`src/rtl/universal_shift_reg.sv`:
```
// universal_shift_reg
//   Universal shift register with single-step operations and a counted burst
//   engine. Each step applies one mode operation: hold, parallel load, logical
//   shift left/right with serial inputs, rotate left/right, or arithmetic
//   shift right.
//
//   A burst is requested with start and count. The register then performs
//   count operations in the mode captured at the request, one per clock. It
//   flags completion with a one-cycle done pulse.
//
// Ports
//   clk    rising-edge clock
//   res    synchronous active-high reset (q=0, burst aborted)
//   pre    synchronous active-high preset (q=PRE_VAL, burst aborted)
//   en     single-step enable while idle
//   mode   operation select:
//             000 hold, 001 load, 010 shl, 011 shr,
//             100 rol, 101 ror, 110 asr, 111 hold
//   d      parallel load data
//   sin_l  serial input for left shift (enters bit 0)
//   sin_r  serial input for right shift (enters bit WIDTH-1)
//   start  burst request
//   count  burst length (0 completes immediately)
//   q      register value
//   sout   serial out: MSB for left-type modes, else LSB
//   busy   burst in progress
//   done   one-cycle burst-complete pulse
module universal_shift_reg #(
   parameter int                 WIDTH   = 8,
   parameter int                 CNT_W   = 4,
   parameter logic [WIDTH-1:0]   PRE_VAL = {WIDTH{1'b1}}
) (
   input  logic                clk,
   input  logic                res,
   input  logic                pre,
   input  logic                en,
   input  logic [2:0]          mode,
   input  logic [WIDTH-1:0]    d,
   input  logic                sin_l,
   input  logic                sin_r,
   input  logic                start,
   input  logic [CNT_W-1:0]    count,
   output logic [WIDTH-1:0]    q,
   output logic                sout,
   output logic                busy,
   output logic                done
);

   localparam logic [2:0] MODE_HOLD = 3'b000;
   localparam logic [2:0] MODE_LOAD = 3'b001;
   localparam logic [2:0] MODE_SHL  = 3'b010;
   localparam logic [2:0] MODE_SHR  = 3'b011;
   localparam logic [2:0] MODE_ROL  = 3'b100;
   localparam logic [2:0] MODE_ROR  = 3'b101;
   localparam logic [2:0] MODE_ASR  = 3'b110;

   typedef enum logic {
      S_IDLE = 1'b0,
      S_RUN  = 1'b1
   } state_t;

   state_t             state_reg;
   logic [WIDTH-1:0]   q_reg;
   logic [CNT_W-1:0]   cnt_reg;
   logic [2:0]         mode_reg;
   logic               done_reg;

   logic [2:0]         eff_mode;
   logic [WIDTH-1:0]   step_next;
   logic [WIDTH-1:0]   shl_v;
   logic [WIDTH-1:0]   shr_v;
   logic [WIDTH-1:0]   rol_v;
   logic [WIDTH-1:0]   ror_v;
   logic [WIDTH-1:0]   asr_v;
   logic               burst_mode_ok;

   // During a burst the captured mode drives both the datapath and sout.
   // Otherwise the live mode input drives them.
   assign eff_mode = (state_reg == S_RUN) ? mode_reg : mode;

   // Per-bit neighbour selection for every shift/rotate flavour. The end bits
   // take the serial input, the wrapped bit, or the replicated sign bit.
   for (genvar gi = 0; gi < WIDTH; gi++) begin : g_bit
      if (gi == 0) begin : g_lsb
         assign shl_v[gi] = sin_l;
         assign rol_v[gi] = q_reg[WIDTH-1];
      end else begin : g_lo
         assign shl_v[gi] = q_reg[gi-1];
         assign rol_v[gi] = q_reg[gi-1];
      end

      if (gi == WIDTH-1) begin : g_msb
         assign shr_v[gi] = sin_r;
         assign ror_v[gi] = q_reg[0];
         assign asr_v[gi] = q_reg[WIDTH-1];
      end else begin : g_hi
         assign shr_v[gi] = q_reg[gi+1];
         assign ror_v[gi] = q_reg[gi+1];
         assign asr_v[gi] = q_reg[gi+1];
      end
   end

   // Result of one operation in the effective mode.
   always_comb begin
      step_next = q_reg;
      case (eff_mode)
         MODE_LOAD: step_next = d;
         MODE_SHL:  step_next = shl_v;
         MODE_SHR:  step_next = shr_v;
         MODE_ROL:  step_next = rol_v;
         MODE_ROR:  step_next = ror_v;
         MODE_ASR:  step_next = asr_v;
         default:   step_next = q_reg;
      endcase
   end

   // Only the shift/rotate modes (010..110) can run as a burst. Hold and load
   // requests complete immediately without touching q.
   assign burst_mode_ok = (mode >= MODE_SHL) && (mode <= MODE_ASR);

   always_ff @(posedge clk) begin
      if (res) begin
         q_reg     <= '0;
         state_reg <= S_IDLE;
         cnt_reg   <= '0;
         mode_reg  <= MODE_HOLD;
         done_reg  <= 1'b0;
      end else if (pre) begin
         q_reg     <= PRE_VAL;
         state_reg <= S_IDLE;
         cnt_reg   <= '0;
         done_reg  <= 1'b0;
      end else begin
         // done is a pulse: cleared every edge unless set again below.
         done_reg <= 1'b0;
         case (state_reg)
            S_RUN: begin
               // While running, en, d, mode and start are all ignored.
               q_reg <= step_next;
               if (cnt_reg == CNT_W'(1)) begin
                  state_reg <= S_IDLE;
                  cnt_reg   <= '0;
                  done_reg  <= 1'b1;
               end else begin
                  cnt_reg <= cnt_reg - CNT_W'(1);
               end
            end
            default: begin
               if (start) begin
                  if (burst_mode_ok && (count != '0)) begin
                     // The acceptance edge only captures the request.
                     // The first operation happens on the following edge.
                     mode_reg  <= mode;
                     cnt_reg   <= count;
                     state_reg <= S_RUN;
                  end else begin
                     done_reg <= 1'b1;
                  end
               end else if (en) begin
                  q_reg <= step_next;
               end
            end
         endcase
      end
   end

   assign q    = q_reg;
   assign busy = (state_reg == S_RUN);
   assign done = done_reg;
   assign sout = ((eff_mode == MODE_SHL) || (eff_mode == MODE_ROL)) ? q_reg[WIDTH-1]
                                                                     : q_reg[0];

endmodule

```
`config.mk`:
```
export PLATFORM = sky130hd
export DESIGN_NAME = universal_shift_reg
export DESIGN_NICKNAME = d
export VERILOG_FILES = /design/src/rtl/universal_shift_reg.sv
export SDC_FILE = /design/constraint.sdc
export NUM_CORES = 1
export LEC_CHECK = 0
export ABC_CLOCK_PERIOD_IN_PS = 1920
export CAP_MARGIN = 20
export CELL_PAD_IN_SITES_DETAIL_PLACEMENT = 2
export CELL_PAD_IN_SITES_GLOBAL_PLACEMENT = 2
export CORE_ASPECT_RATIO = 0.7
export CORE_MARGIN = 5
export CORE_UTILIZATION = 26
export DETAILED_ROUTE_END_ITERATION = 6
export HOLD_SLACK_MARGIN = 0.03
export PLACE_DENSITY_LB_ADDON = 0.1
export SLEW_MARGIN = 20
export SYNTH_ARGS = -nofsm -noshare
export SYNTH_HDL_FRONTEND = slang
export SYNTH_SLANG_ARGS = --single-unit
```
`constraint.sdc`:
```
create_clock -name clk -period 1.92 [get_ports clk]
set_clock_uncertainty 0.15 [all_clocks]
set_input_delay 0.384 -clock clk [delete_from_list [all_inputs] [get_ports clk]]
set_output_delay 0.384 -clock clk [all_outputs]
set_load 0.03 [all_outputs]
```
==> out/results.ini <==
[run_status]
run_status = complete, but fails checks
violations = negative setup slack

[sta]
slew_headroom = 0.707
rsz0062_at_grt = yes
setup-violations-final = 9
hold_violations = 0
fin_crit_ps = 2240
slew_violations = 0
finalWorstSetupSlack_ps = -321
fmax_mhz = 446
whs_ps = 398
worst_slew_pin_slew_ps = 439
min_period_over_period = 1.17

[drt]
drt_pass1_iterations = 5
vias = 1462
drtAntennaViolNets = 0
drc = 0
avgViaCountPerCell = 5.11
routed_wl_mm = 5.85
drt_iter0_markers = 42
wl_per_cell_um = 20.4

[clocking]
insertion_delay_ps = 270
cts-root-buf = clkbuf_8
h-tree-depth = 1
cts_buffers = 3
cts_hold_buf = 0
cts_tree = done
path_clk_slew_ps = 80
clkSinkCount = 17
cts_buffer_depth = 2

[layout]
drive_gt1_frac = 0.419
nets = 242
stdcell_area_um2 = 2310
insertedDiodeCount = 0
largest_register_ffs = 8
synthToLayoutAreaGrowth_pct = 80.8

[floorplan]
die_h_um = 68.6
core_area_um2 = 4780
pin_count = 33
std_cell_rows = 21
die_x_um = 93.8
die_area_um2 = 6440
start_util = 0.267

[place]
gp_congestion = 0.771
dpl_cell_area_um2 = 1950
dp_hpwl_mm = 4.03
io_buffers = 32

[pwr]
comb_power_share = 0.458
p_seq_frac = 0.311
power.leakage_nw = 0.924
internal-power_mw = 0.816
power.density_nw_per_um2 = 560
power.switching_mw = 0.477
p_clk_frac = 0.230
ir_worst_vdd_mv = 0.296
netSwitchingFraction = 0.369

[setup_path]
arrival_ps = 1710
crit_chain = buf_4 -> buf_8 -> mux2i_4 -> nand2_2 -> mux2_4 -> buf_6
end_kind = output pin
timing.rr.end = q[6]$_SDFFE_PP0P_
cp-startpoint = busy$_SDFF_PP0_
crit_end = sout
reg2reg_from = busy$_SDFF_PP0_
cpPeakStageDelay_ps = 390
crit_slowest_cell = dfxtp_4
worstRegToRegCells = 7
r2r_slack_ps = -250
start_kind = flop
critPathMaxFanout = 4
required_ps = 1390
critical_path_class = flop to output pin

[synth]
ys_seq_area_frac = 0.266
synth_cell_type_count = 44
synth.ff_latch_count = 17
synth.cell_area_um2 = 1280
yosysWarnings = 0
syn-num-nets = 164
netlist_instances = 140
syn_area_per_cell_um2 = 9.12

[global_routing]
antenna_found_initial = 0
grt_pass1_vias = 1620
grt_pass1_wl_mm = 8.37
use_met3 = 0.0380
grt.met1_usage = 0.228
groute.usage.overall = 0.169
busiest_layer = met2
grt_use_met2 = 0.282
grt_start_max_net_pins = 15
grt_overflow = 0

[worst_hold_path]
hold_class = flop to flop

[flow_run]
maxCapViolCount = 0

[stage by stage]
stage               power [mW]  TNS [ps]  utilization  setup WS (ps)  cells
detailed placement       0.889     -8070        0.408           -963    272
floorplan                0.657      -244            -           -161    140
CTS                       1.23     -1000        0.450           -339    279
global placement         0.871     -6660        0.408           -903    272
finish                    1.29     -1760        0.483           -321    286
global route              1.36     -2410        0.483           -358    286
[cells by family after synthesis]
| kind of cell | count (synthesis) | share of synthesized area |
|---|---|---|
| AOI/OAI and AO/OA | 39 | 0.255 |
| adders and majority gates | 2 | 0.0196 |
| muxes | 19 | 0.183 |
| DFF | 17 | 0.266 |
| buffers and inverters | 18 | 0.0725 |
| xor gates and xnor gates | 1 | 0.0127 |
| and+or+nand+nor | 44 | 0.191 |
[area by class of cell]
type	count	area (um^2)
timing repair buffer	81	733
clock buffer	4	45.0
sequential	17	344
fill	501	2470
inverter	10	37.5
tap	69	86.3
multi-input combinational	105	1060
[worst min-delay path by stage]
stage | end | slack, ps | cells after the start | start
floorplan | mode_reg[2]$_SDFFE_PP0P_ | 320 | 2 | mode_reg[2]$_SDFFE_PP0P_
detailed placement | cnt_reg[0]$_SDFFE_PP0P_ | 410 | 2 | cnt_reg[0]$_SDFFE_PP0P_
global route | q[5]$_SDFFE_PP0P_ | 440 | 2 | q[5]$_SDFFE_PP0P_
finish | q[0]$_SDFFE_PP0P_ | 400 | 2 | q[1]$_SDFFE_PP0P_
global placement | q[0]$_SDFFE_PP0P_ | 370 | 2 | q[1]$_SDFFE_PP0P_
CTS | q[0]$_SDFFE_PP0P_ | 400 | 2 | q[1]$_SDFFE_PP0P_
[timing repair]
item | in CTS | in global routing
endpoints found under the setup margin | 15 | 15
gates cloned | 0 | 1
buffers inserted | 5 | 6
gates resized for setup | 37 | 23
pin swaps | 4 | 10
[worst max-delay path: cells and delay by family (launching register included)]
kind	cells	cell delay (ps)
buffers and inverters	3	380
and+or+nand+nor	1	100
DFF	1	390
muxes	2	560
[per-layer routing]
layer | wire [um] | up-vias
met5 | 0 | -
met4 | 68 | 0
met3 | 211 | 6
met2 | 2760 | 26
met1 | 2810 | 735
li1 | - | 695
[power groups by stage]
| stage | combinational, mW | sequential, mW | clock (mW) |
|---|---|---|---|
| CTS | 0.529 | 0.401 | 0.304 |
| detailed placement | 0.480 | 0.409 | 0 |
| global placement | 0.464 | 0.408 | 0 |
| finish | 0.593 | 0.403 | 0.298 |
| global route | 0.628 | 0.406 | 0.323 |
| floorplan | 0.215 | 0.442 | 0 |
[cell usage after synthesis (all sizes together)]
cell type,number,share of area
a2111oi,2,0.028
a211oi,5,0.029
a21boi,1,0.0059
a21oi,6,0.026
a221oi,10,0.069
a222oi,2,0.016
a22o,1,0.0069
a31o,1,0.0069
a31oi,3,0.015
a32oi,1,0.013
a41oi,1,0.0069
and2,1,0.0049
buf,5,0.034
clkbuf,3,0.0088
dfxtp,17,0.27
ha,2,0.020
inv,10,0.029
mux2,6,0.059
mux2i,13,0.12
nand2,5,0.015
nand2b,9,0.044
nand3,6,0.024
nand4,2,0.015
nor2,7,0.023
nor2b,1,0.0049
nor3,4,0.016
nor3b,1,0.0059
nor4,4,0.020
o21ai,3,0.012
o311a,1,0.0078
o311ai,1,0.0069
o31ai,1,0.0059
or2,2,0.0098
or3,1,0.0049
or4,1,0.0059
xnor2,1,0.013
[placed cells by master (no fill, tap or decap), drive strengths merged, types with 3 or more instances in the layout]
master,netlist,layout
buf,5,50
clkdlybuf4s50,0,23
dfxtp,17,17
mux2i,13,13
inv,10,10
a221oi,10,10
nand2b,9,9
nor2,7,7
nand3,6,6
a21oi,6,6
mux2,6,6
nand2,5,5
a211oi,5,5
clkbuf,3,5
dlymetal6s2s,0,4
nor3,4,4
nor4,4,4
o21ai,3,3
a31oi,3,3
dlygate4sd2,0,3
(Power assumes the default switching activity.)
